[config.mk]
export PLATFORM = sky130hd
export DESIGN_NAME = oam_dma_ctrl_flat
export DESIGN_NICKNAME = d
export VERILOG_FILES = /design/src/rtl/oam_dma_ctrl_pkg.sv /design/src/rtl/oam_dma_ctrl_if.sv /design/src/rtl/oam_dma_ctrl.sv /design/src/flat_wrapper.sv
export SDC_FILE = /design/constraint.sdc
export NUM_CORES = 1
export LEC_CHECK = 0
export CORE_MARGIN = 4
export CORE_UTILIZATION = 42
export CTS_CLUSTER_DIAMETER = 50
export DETAILED_ROUTE_END_ITERATION = 6
export PLACE_DENSITY_LB_ADDON = 0.15
export SYNTH_ARGS = -nofsm -noshare
export SYNTH_HDL_FRONTEND = slang
export SYNTH_SLANG_ARGS = --single-unit
[constraint.sdc]
create_clock -name clk -period 2.55 [get_ports clk]
set_input_delay 0.765 -clock clk [delete_from_list [all_inputs] [get_ports clk]]
set_output_delay 0.765 -clock clk [all_outputs]
set_load 0.01 [all_outputs]
[src/rtl/oam_dma_ctrl_pkg.sv]
// Shared PPU definitions: OAM DMA state encoding, sizes, echo-page mapping
// and the PPU mode/register layouts used alongside it.
package oam_dma_ctrl_pkg;

    localparam int unsigned OAM_BYTES        = 160;
    localparam int unsigned DMA_STEP_DIV     = 4;
    localparam logic [7:0]  ECHO_PAGE_BASE   = 8'hE0;
    localparam logic [7:0]  ECHO_PAGE_OFFSET = 8'h20;

    typedef enum logic [1:0] {
        DMA_IDLE = 2'd0,
        DMA_ARM  = 2'd1,
        DMA_XFER = 2'd2
    } dma_state_t;

    typedef enum logic [1:0] {
        PPU_HBLANK   = 2'd0,
        PPU_VBLANK   = 2'd1,
        PPU_OAM_SCAN = 2'd2,
        PPU_DRAW     = 2'd3
    } ppu_phase_t;

    typedef struct packed {
        logic lcd_on;
        logic win_map;
        logic win_on;
        logic tile_data;
        logic bg_map;
        logic obj_size;
        logic obj_on;
        logic bg_on;
    } ppu_lcdc_t;

    typedef struct packed {
        logic       pad;
        logic       lyc_int;
        logic       oam_int;
        logic       vblank_int;
        logic       hblank_int;
        logic       lyc_match;
        ppu_phase_t mode;
    } ppu_stat_t;

    // Pages 0xE0..0xFF mirror work RAM at 0xC0..0xDF.
    function automatic logic [7:0] dma_eff_page(input logic [7:0] page);
        return (page >= ECHO_PAGE_BASE) ? 8'(page - ECHO_PAGE_OFFSET) : page;
    endfunction

endpackage

[src/rtl/oam_dma_ctrl_if.sv]
// CPU register, source bus and OAM write port of the OAM DMA engine.
interface oam_dma_ctrl_if;
    logic        start;
    logic [7:0]  src_page;
    logic [7:0]  reg_d_rd;
    logic [15:0] dma_src_addr;
    logic        dma_rd;
    logic [7:0]  dma_d_in;
    logic        dma_active;
    logic [7:0]  oam_addr;
    logic [7:0]  oam_d_wr;
    logic        oam_write;

    modport master (
        input  start, src_page, dma_d_in,
        output reg_d_rd, dma_src_addr, dma_rd, dma_active,
               oam_addr, oam_d_wr, oam_write
    );

    modport slave (
        output start, src_page, dma_d_in,
        input  reg_d_rd, dma_src_addr, dma_rd, dma_active,
               oam_addr, oam_d_wr, oam_write
    );
endinterface

[src/rtl/oam_dma_ctrl.sv]
// OAM DMA engine: copies BYTES bytes from page src_page into OAM, one byte
// every STEP_DIV clocks, after a STEP_DIV-clock arming delay.
module oam_dma_ctrl
    import oam_dma_ctrl_pkg::*;
#(
    parameter int unsigned BYTES    = OAM_BYTES,
    parameter int unsigned STEP_DIV = DMA_STEP_DIV
) (
    input  logic          clk,
    input  logic          rst,
    oam_dma_ctrl_if.master bus
);

    localparam int unsigned PH_W = (STEP_DIV > 1) ? $clog2(STEP_DIV) : 1;
    localparam logic [PH_W-1:0] PH_LAST  = PH_W'(STEP_DIV - 1);
    localparam logic [PH_W-1:0] PH_WRITE = PH_W'(1);
    localparam logic [7:0]      IDX_LAST = 8'(BYTES - 1);

    dma_state_t      state;
    logic [PH_W-1:0] ph;
    logic [7:0]      idx;
    logic [7:0]      page;
    logic [7:0]      reg_page;
    logic            arm_restart;

    logic            xfer_slot;
    logic            rd_now;
    logic            wr_now;

    // Sequencer: a CPU write restarts from any state; otherwise step phases.
    always_ff @(posedge clk or posedge rst) begin
        if (rst) begin
            state       <= DMA_IDLE;
            ph          <= '0;
            idx         <= '0;
            page        <= '0;
            reg_page    <= '0;
            arm_restart <= 1'b0;
        end else if (bus.start) begin
            state       <= DMA_ARM;
            ph          <= '0;
            idx         <= '0;
            page        <= bus.src_page;
            reg_page    <= bus.src_page;
            arm_restart <= (state == DMA_XFER);
        end else begin
            case (state)
                DMA_IDLE: begin
                    ph  <= '0;
                    idx <= '0;
                end
                DMA_ARM: begin
                    if (ph == PH_LAST) begin
                        state <= DMA_XFER;
                        ph    <= '0;
                        idx   <= '0;
                    end else begin
                        ph <= ph + PH_W'(1);
                    end
                end
                DMA_XFER: begin
                    if (ph == PH_LAST) begin
                        ph <= '0;
                        if (idx == IDX_LAST) begin
                            state       <= DMA_IDLE;
                            idx         <= '0;
                            arm_restart <= 1'b0;
                        end else begin
                            idx <= idx + 8'd1;
                        end
                    end else begin
                        ph <= ph + PH_W'(1);
                    end
                end
                default: begin
                    state <= DMA_IDLE;
                    ph    <= '0;
                    idx   <= '0;
                end
            endcase
        end
    end

    // Bus strobes decode straight from state/ph/idx; a pending start kills them.
    always_comb begin
        xfer_slot        = (state == DMA_XFER) && !bus.start;
        rd_now           = xfer_slot && (ph == '0);
        wr_now           = xfer_slot && (ph == PH_WRITE);

        bus.dma_rd       = rd_now;
        bus.dma_src_addr = rd_now ? {dma_eff_page(page), idx} : 16'h0000;
        bus.oam_write    = wr_now;
        bus.oam_addr     = wr_now ? idx : 8'h00;
        bus.oam_d_wr     = wr_now ? bus.dma_d_in : 8'h00;
        bus.dma_active   = (state == DMA_XFER) || ((state == DMA_ARM) && arm_restart);
    end

    assign bus.reg_d_rd = reg_page;

endmodule

[src/flat_wrapper.sv]
// flat-port wrapper written by rule: the top's interface ports become plain ports
module oam_dma_ctrl_flat import oam_dma_ctrl_pkg::*;
#(
    parameter int unsigned BYTES    = OAM_BYTES,
    parameter int unsigned STEP_DIV = DMA_STEP_DIV
)
  (clk, rst, bus_start, bus_src_page, bus_dma_d_in, bus_reg_d_rd, bus_dma_src_addr, bus_dma_rd, bus_dma_active, bus_oam_addr, bus_oam_d_wr, bus_oam_write);
  oam_dma_ctrl_if bus_i ();
  input  logic clk;
  input  logic rst;
  input wire logic [$bits(bus_i.start)-1:0] bus_start;
  input wire logic [$bits(bus_i.src_page)-1:0] bus_src_page;
  input wire logic [$bits(bus_i.dma_d_in)-1:0] bus_dma_d_in;
  output wire logic [$bits(bus_i.reg_d_rd)-1:0] bus_reg_d_rd;
  output wire logic [$bits(bus_i.dma_src_addr)-1:0] bus_dma_src_addr;
  output wire logic [$bits(bus_i.dma_rd)-1:0] bus_dma_rd;
  output wire logic [$bits(bus_i.dma_active)-1:0] bus_dma_active;
  output wire logic [$bits(bus_i.oam_addr)-1:0] bus_oam_addr;
  output wire logic [$bits(bus_i.oam_d_wr)-1:0] bus_oam_d_wr;
  output wire logic [$bits(bus_i.oam_write)-1:0] bus_oam_write;
  assign bus_i.start = bus_start;
  assign bus_i.src_page = bus_src_page;
  assign bus_i.dma_d_in = bus_dma_d_in;
  assign bus_reg_d_rd = bus_i.reg_d_rd;
  assign bus_dma_src_addr = bus_i.dma_src_addr;
  assign bus_dma_rd = bus_i.dma_rd;
  assign bus_dma_active = bus_i.dma_active;
  assign bus_oam_addr = bus_i.oam_addr;
  assign bus_oam_d_wr = bus_i.oam_d_wr;
  assign bus_oam_write = bus_i.oam_write;
  oam_dma_ctrl #(.BYTES(BYTES), .STEP_DIV(STEP_DIV)) u_core (.clk(clk), .rst(rst), .bus(bus_i));
endmodule
==> flow_metrics.tcl <==
set metrics [dict create \
    outcome "completed" \
    p_leak_uw 0.00110 \
    start_kind "input port" \
    port-buffer-count 61 \
    required_ns 1.79 \
    grt_usage_pct 19.8 \
    drive_gt1_share_pct 26.2 \
    net-switching-power_uw 417 \
    row_count 20 \
    crit_family "buffers and inverters" \
    antennaDiodeCount 0 \
    ys_async_sr_fraction_pct 100 \
    root_buffer "clkbuf_4" \
    drt-vias-per-instance 5.31 \
    worst_pin_slew_ns 0.355 \
    p_per_area_mw_per_mm2 535 \
    place.gp.congestion 0.781 \
    hold_viol_final 0 \
    avgSynthCellArea_um2 9.30 \
    finClkSkew_ns 0.00296 \
    clock_latency_ns 0.30 \
    grt_pass1_vias 1471 \
    cpPeakStageDelay_ns 0.26 \
    cts_sinks 21 \
    clkTransAtPathRegs_ns 0.11 \
    fin_crit_sh_pct 97.1 \
    yosysMostFrequentCell "and3_1" \
    post-place-cells 253 \
    dr.pass1.iters 4 \
    area.growth.synth_to_final_pct 50.5 \
    cp_max_fo 8 \
    fin_cells 265 \
    holdWs_ns 0.529 \
    slew_headroom_pct 76.3 \
    overflow 0 \
    ys_types 36 \
    finalWirelength_mm 4.08 \
    place_area_mm2 0.00205 \
    criticalPathCategory "input port to primary output" \
    drt_iter0_drc 48 \
    grt_start_max_net_pins 23 \
    grt_pass1_wl_mm 6.70 \
    clk_path_buf_depth 2 \
    vias 1407 \
    clock_power_share_pct 14.2 \
    ioPinCount 62 \
    ctsHoldBuffers 0 \
    hpwl_mm 3.02 \
    tritoncts "yes" \
    yosys-top-cells-area "dfrtp_1, and3_1, ha_1" \
    yosys-top-cells-count "and3_1, dfrtp_1, nor2_1, nand2_1" \
    synth_edf_count 0 \
    synth-main-ff-cell "dfrtp_1" \
    power_uw 1110 \
    crit_chain "clkdlybuf4s15_2 -> nor2b_4 -> buf_6 -> and3_1 -> clkdlybuf4s15_1" \
    die-area_mm2 0.00428 \
    antenna_found_initial 0 \
    htree_levels 1 \
    p_int_uw 698 \
    synth_warnings 0 \
    yosysSeqAreaShare_pct 37.9 \
    syn_inst 149 \
    pwr-share-comb_pct 49.0 \
    yosysTopAreaCellShare_pct 37.9 \
    ant_nets 0 \
    hold_path_class "flop to flop" \
    drc 0 \
    num-nets-final 249 \
    cp-end-kind "primary output" \
    path_buf_inv 3 \
    vdd_drop_max_mv 0.455 \
    drv_slew 0 \
    numCtsBuffers 3 \
    switching_share_pct 37.4 \
    p_seq_share_pct 36.9 \
    die_w_um 65.4 \
    max_cap_violations 0 \
    syn_nets 176 \
    synth_seq_cells 21 \
    setup_viol 0 \
    max_freq_mhz 404 \
    worstPathArrival_ns 1.71 \
    avgRoutedWirePerCell_um 15.4 \
    synth_area_leader_cell "dfrtp_1" \
    critPathSlowestCell "clkdlybuf4s15_1" \
    fin_crit_ns 2.48 \
    coreArea_mm2 0.00310 \
    fp.dieH_um 65.4 \
    start_util_pct 44.6 \
    netlist_area_mm2 0.00139 \
    stdcell_area_mm2 0.00208 \
]
-- final timing paths --
kind	start	depth (start not counted)	slack, ns	end
min	u_core.ph[0]$_DFF_PP0_	1	0.53	u_core.ph[0]$_DFF_PP0_
max in group asynchronous	rst	3	1.57	u_core.idx[0]$_DFFE_PP0P_
min reg2reg	u_core.ph[0]$_DFF_PP0_	1	0.53	u_core.ph[0]$_DFF_PP0_
min in group asynchronous	rst	3	0.77	u_core.page[7]$_DFFE_PP0P_
max reg2reg	u_core.state[0]$_DFFE_PP0P_	7	0.79	u_core.idx[7]$_DFFE_PP0P_
max	bus_start	5	0.07	bus_dma_src_addr[3]
-- layout by cell type, fill, tap and decap left out, types with 7 or more instances in the layout --
master / Yosys / final
nor2_1: 10 / 10
and3_1: 31 / 30
inv_1: 8 / 7
clkdlybuf4s15_1: 0 / 11
nand2_1: 9 / 9
buf_2: 0 / 17
clkdlybuf4s50_1: 0 / 26
buf_4: 2 / 12
dfrtp_1: 21 / 21
o21ai_0: 7 / 7
-- flip-flops by register name, summed over array words and instances (netlist names) --
name                flops
u_core.page             8
u_core.idx              8
u_core.state            2
u_core.arm_restart      1
u_core.ph               2
-- power groups by stage --
stage	registers (uW)	logic (uW)	clock network (uW)
global placement	413	469	0
floorplan	415	282	0
detailed placement	418	495	0
finish	411	546	158
global route	417	601	176
CTS	411	536	161
-- layout make-up --
cell class	count	area [um2]
clock buffers	4	26.3
fillers	280	1020
inverters	8	30.0
multi-input cells	110	782
flip-flops and latches	21	526
well taps	44	55.1
repair buffers	78	666
-- layer usage --
metal | part of all wire, % | GRT usage [%]
met3 | 9.5 | 4.10
met5 | 0 | 0
met2 | 50 | 36.2
met4 | 2.1 | 7.51
met1 | 39 | 22.5
-- kinds of logic after synthesis --
family | Yosys count | synth area share (%)
multiplexers | 6 | 4.88
adder cells (fa/ha/maj) | 8 | 7.23
AND/OR/NAND/NOR | 72 | 29.9
AO/OA/AOI/OAI | 21 | 11.1
XOR/XNOR | 3 | 1.90
flip-flops | 21 | 37.9
buffers and inverters | 18 | 7.05
-- what timing repair did --
action | CTS | global route
setup endpoints to repair | 34 | 15
setup buffers | 5 | 1
cloned | 3 | 0
resized for setup | 111 | 4
-- per-stage QoR --
step / worst slack [ns] / utilization, % / setup TNS (ns)
after floorplan: 0.332 / - / 0
after global placement: -0.512 / 66.1 / -16.55
after detailed placement: -0.593 / 66.1 / -18.64
after CTS: 0.0141 / 66.8 / 0
after global routing: -0.0101 / 67.2 / -0.0101
final: 0.0732 / 67.2 / 0
(Power assumes the default switching activity.)
==> variant 1: new RTL, config.mk and constraints unchanged <==
Re-encode `dma_state_t` (3 states) as one-hot, 3 bits wide.
--- a/src/rtl/oam_dma_ctrl_pkg.sv
+++ b/src/rtl/oam_dma_ctrl_pkg.sv
@@ -7,10 +7,10 @@
     localparam logic [7:0]  ECHO_PAGE_BASE   = 8'hE0;
     localparam logic [7:0]  ECHO_PAGE_OFFSET = 8'h20;
 
-    typedef enum logic [1:0] {
-        DMA_IDLE = 2'd0,
-        DMA_ARM  = 2'd1,
-        DMA_XFER = 2'd2
+    typedef enum logic [2:0] {
+        DMA_IDLE = 3'b001,
+        DMA_ARM  = 3'b010,
+        DMA_XFER = 3'b100
     } dma_state_t;
 
     typedef enum logic [1:0] {
Check against the original RTL: same outputs for any inputs over 10 cycles, from zero or initial values and one cycle with rst high; not proved beyond that.
==> variant 1 against the original RTL <==
Design area shrank 2.2%; via count fell by 0.78%; non-clock buffer count fell by 2; count of clock-buffer cells in the layout is the same; critical path depth increased by 1; global-route usage about the same; die area decreased by 3.7%; area after synthesis down 4.2%; wire length shrank 2.8%; worst hold slack got worse by 18 ps; worst setup slack improved by 6.0 ps; total power down 11%; cell count decreased by 1.5%; sequential cell count grew 1; critical path type unchanged; critical endpoint is now bus_dma_src_addr[13].
==> variant 1: results (changes against the original RTL) <==
- Status: completed
- Routed met1 length: 1.689 mm (+6.8%)
- Multi-input gate share of the layout cell area: 0.3689 (-0.006211)
- Setup ws final: 79.22 ps (+6.022 ps)
- DPL Wire Length: 2.944 mm (-2.6%)
- Dominant cells by area after synthesis: dfrtp_1 (40%), and3_1 (16%), mux2_2 (5.1%)
- Instance area at placement: 2029 µm² (-1.0%)
- GP Congestion: 0.8579 (+9.9%)
- Fraction of area in registers: 0.2707 (+0.01862)
- Avg Cell Area, Syn: 9.147 µm² (-1.6%)
- Worst hold slack: 510.8 ps (-17.94 ps)
- Multiplexer area fraction after synthesis: 0.05094 (+0.002163)
- Nonclk inv count: 7 (-1)
- Avg WL per Cell: 15.18 µm (-1.3%)
- Leak Pwr: 1.080 nW (-1.8%)
- ClkCell Share: 0.01780 (+0.005197)
- Largest regs: u_core.idx (8), u_core.page (8), u_core.state (3)
- Synth Area in XOR/XNOR: 0.02642 (+0.007445)
- Worst-Margin Slew: 504.1 ps (+148.7 ps)
- Multi-input gates: 108 (-1.8%)
- Met2 wire len: 1.970 mm (-2.5%)
- Vias in the first global route: 1383 (-6.0%)
- Max IR drop VDD: 445.1 µV (-2.2%)
- Fraction of layout cells with a size suffix above 1: 0.3180 (+0.05553)
- CTS Sinks: 22 (+4.8%)
- Int Pwr: 0.6438 mW (-7.7%)
- Met3 WL post-DR: 260 µm (-33%)
- Fin Clk Skew: 1.154 ps (-1.806 ps)
- # fillers: 263 (-6.1%)
- Nets@finish: 242 (-2.8%)
- DP Worst Slack: -653.3 ps (-59.91 ps)
- Post_cts resized: 132 (+19%)
- Util after Layout: 0.6731 (+0.001366)
- Synth Area in Adders: 0.04717 (-0.02510)
- Largest net degree at the start of global routing: 18 (-22%)
- Post-synthesis cell type count: 34 (-5.6%)
- PD cells: 487.0 nW/µm² (-8.9%)
- GRT Total Usage: 0.1979 (-0.0004077)
- Placed Cells: 251 (-0.79%)
- Initial DRT Pass Iterations: 5 (+1)
- Via density: 5.349 (+0.74%)
- Comb group: 0.369 mW (-32%)
- Non-clock buffer count: 76 (-2.6%)
- Sequential power: 0.431 mW (+4.9%)
- Internal reg-to-reg setup slack: 730 ps (-60 ps)
- Initial DRC count: 55 (+15%)
==> variant 1: cell count changes after synthesis, moves of 3 or more <==
cell and delta:
nand2_1 +3, nand2b_1 +3, nor2_1 -3, buf_6 -3, ha_1 -3
==> variant 1: worst paths after layout <==
| path | start | to | cells past startpoint |
|---|---|---|---|
| min in group asynchronous | rst | u_core.page[4] | 2 |
| worst min register to register | u_core.ph[0] | u_core.ph[0] | 1 |
| worst max-delay path | bus_start | bus_dma_src_addr[13] | 6 |
| max in group asynchronous | rst | u_core.idx[0] | 3 |
| worst min-delay path | u_core.ph[0] | u_core.ph[0] | 1 |
| worst max register to register | u_core.idx[0] | u_core.state[0] | 5 |
==> variant 1: critical path, cell delays in order <==
cell and delay, ps:
buf_2 120, nor3_4 230, buf_6 150, and2_4 160, and3_4 180, buf_6 100
==> variant 1: routing by layer <==
metal	vias to the layer above	GRT usage
met2	60	0.3600
met4	0	0.05277
met5	-	0
met1	662	0.2370
li1	664	-
met3	10	0.03691
==> variant 2: new RTL, config.mk and constraints unchanged <==
Without the edit above. Set the package constant `DMA_STEP_DIV` to 2 (it was 4).
--- a/src/rtl/oam_dma_ctrl_pkg.sv
+++ b/src/rtl/oam_dma_ctrl_pkg.sv
@@ -3,7 +3,7 @@
 package oam_dma_ctrl_pkg;
 
     localparam int unsigned OAM_BYTES        = 160;
-    localparam int unsigned DMA_STEP_DIV     = 4;
+    localparam int unsigned DMA_STEP_DIV     = 2;
     localparam logic [7:0]  ECHO_PAGE_BASE   = 8'hE0;
     localparam logic [7:0]  ECHO_PAGE_OFFSET = 8'h20;
 
Behaviour: not the same (Yosys sat finds a counterexample within 4 cycles, from zero or initial values and one cycle with rst high).
==> variant 2 against the original RTL <==
The run now ends with setup timing left; area after synthesis is 10% lower; clock skew about the same; sequential cell count shrank 1; design area is 6.9% higher; via count fell by 6.3%; worst setup slack got worse by 220 ps; total power increased by 11%; wire length is 5.5% lower.
==> variant 2: results (changes against the original RTL) <==
- Fraction of area in registers: 0.2246 (-0.02751)
- Hold endpoint: u_core.page[1]
- Grt met3 use: 0.03964 (-0.001386)
- DP Worst Slack: -737.6 ps (-144.3 ps)
- Non-clock buffer count: 93 (+19%)
- Setup violators final: 34 (+34)
- Multi-input gates: 102 (-7.3%)
- Largest net degree at the start of global routing: 21 (-8.7%)
- Synth Area in XOR/XNOR: 0.02823 (+0.009256)
- Max IR drop VDD: 552.6 µV (+21%)
- Failing checks: setup timing
- Arrival time at the worst endpoint: 1930 ps (+220 ps)
- CTS Sinks: 20 (-4.8%)
- Post-synth top cells: and2_1 (28), dfrtp_1 (20), nand2_1 (12), nor2_1 (9), o21ai_0 (9)
- ClkCell Share: 0.01628 (+0.003678)
- Met3 WL post-DR: 169 µm (-56%)
- Vias in the first global route: 1334 (-9.3%)
- Critical path fanouts, max: 9 (+1)
- Net Count, Synth: 159 (-9.7%)
- Slowest stage cell, crit path: dfrtp_1
- Seq/Total Area, Yosys: 0.4032 (+0.02382)
- Routed met1 length: 1.607 mm (+1.6%)
- Relative slew slack: 0.7469 (-0.01615)
- Placed Cells: 237 (-6.3%)
- Critical path type: flip-flop to output port
- Min-delay src: u_core.page[1]
- Die area: 3889 µm² (-9.2%)
- Setup ws final: -143.9 ps (-217.1 ps)
- Dominant cells by area after synthesis: dfrtp_1 (40%), and2_1 (14%), mux2_2 (5.4%)
- GP Congestion: 0.8446 (+8.2%)
- Worst hold slack: 543.8 ps (+15.03 ps)
- Nonclk inv count: 7 (-1)
- Fin Clk Skew: 3.072 ps (+0.1111 ps)
- Leak Pwr: 1.068 nW (-2.9%)
- DPL Wire Length: 2.771 mm (-8.3%)
- Fraction of layout cells with a size suffix above 1: 0.4513 (+0.1889)
- Status: complete, but fails checks
- Nets@finish: 251 (+0.80%)
- GRT Total Usage: 0.2082 (+0.009876)
- Post_cts resized: 162 (+46%)
- Multiplexer area fraction after synthesis: 0.05444 (+0.005655)
- GRT met1 Usage: 0.2568 (+0.03171)
- Via density: 5.132 (-3.3%)
- Setup Buffers After CTS: 9 (+4)
- GRT met2 Usage: 0.3718 (+0.01019)
- Kind of cell adding the most delay to the critical path: flip-flops
- Area of the multi-input gates: 773.2 µm² (-1.1%)
- Setup_tns: -3875 ps (-3875 ps)
- Worst r2r src: u_core.state[1]
- Critical path destination: bus_oam_d_wr[3]
- Internal reg-to-reg setup slack: 610 ps (-180 ps)
- Synthesized instance count: 135 (-9.4%)
- Non-clk buf share: 0.3829 (+0.06360)
- # fillers: 175 (-38%)
- Compound-cell area share of the yosys netlist: 0.1260 (+0.01490)
## variant 2: changes by cell type in the layout (fill, tap and decap cells not counted), moves of 5 or more
cell             unedited run  this run
buf_2                      17        22
and2_4                      1        11
buf_6                       5        20
clkdlybuf4s15_1            11         1
buf_4                      12        20
and3_1                     30         1
and2_1                      1        18
dlygate4sd2_1               6         0
## variant 2: per-stage QoR
stage | total power, mW | utilization
finish | 1.235 | 0.8012
global placement | 0.8462 | 0.7166
CTS | 1.172 | 0.7557
detailed placement | 0.8700 | 0.7166
global route | 1.307 | 0.8012
floorplan | 0.6590 | -
## variant 2: report_power, final
part | internal, mW | total (mW) | leakage (nW) | switching [mW]
Clock | 0.0872 | 0.193 | 0.0210 | 0.106
Combinational | 0.363 | 0.628 | 0.790 | 0.265
Sequential | 0.356 | 0.414 | 0.257 | 0.0586
Total | 0.806 | 1.24 | 1.07 | 0.430
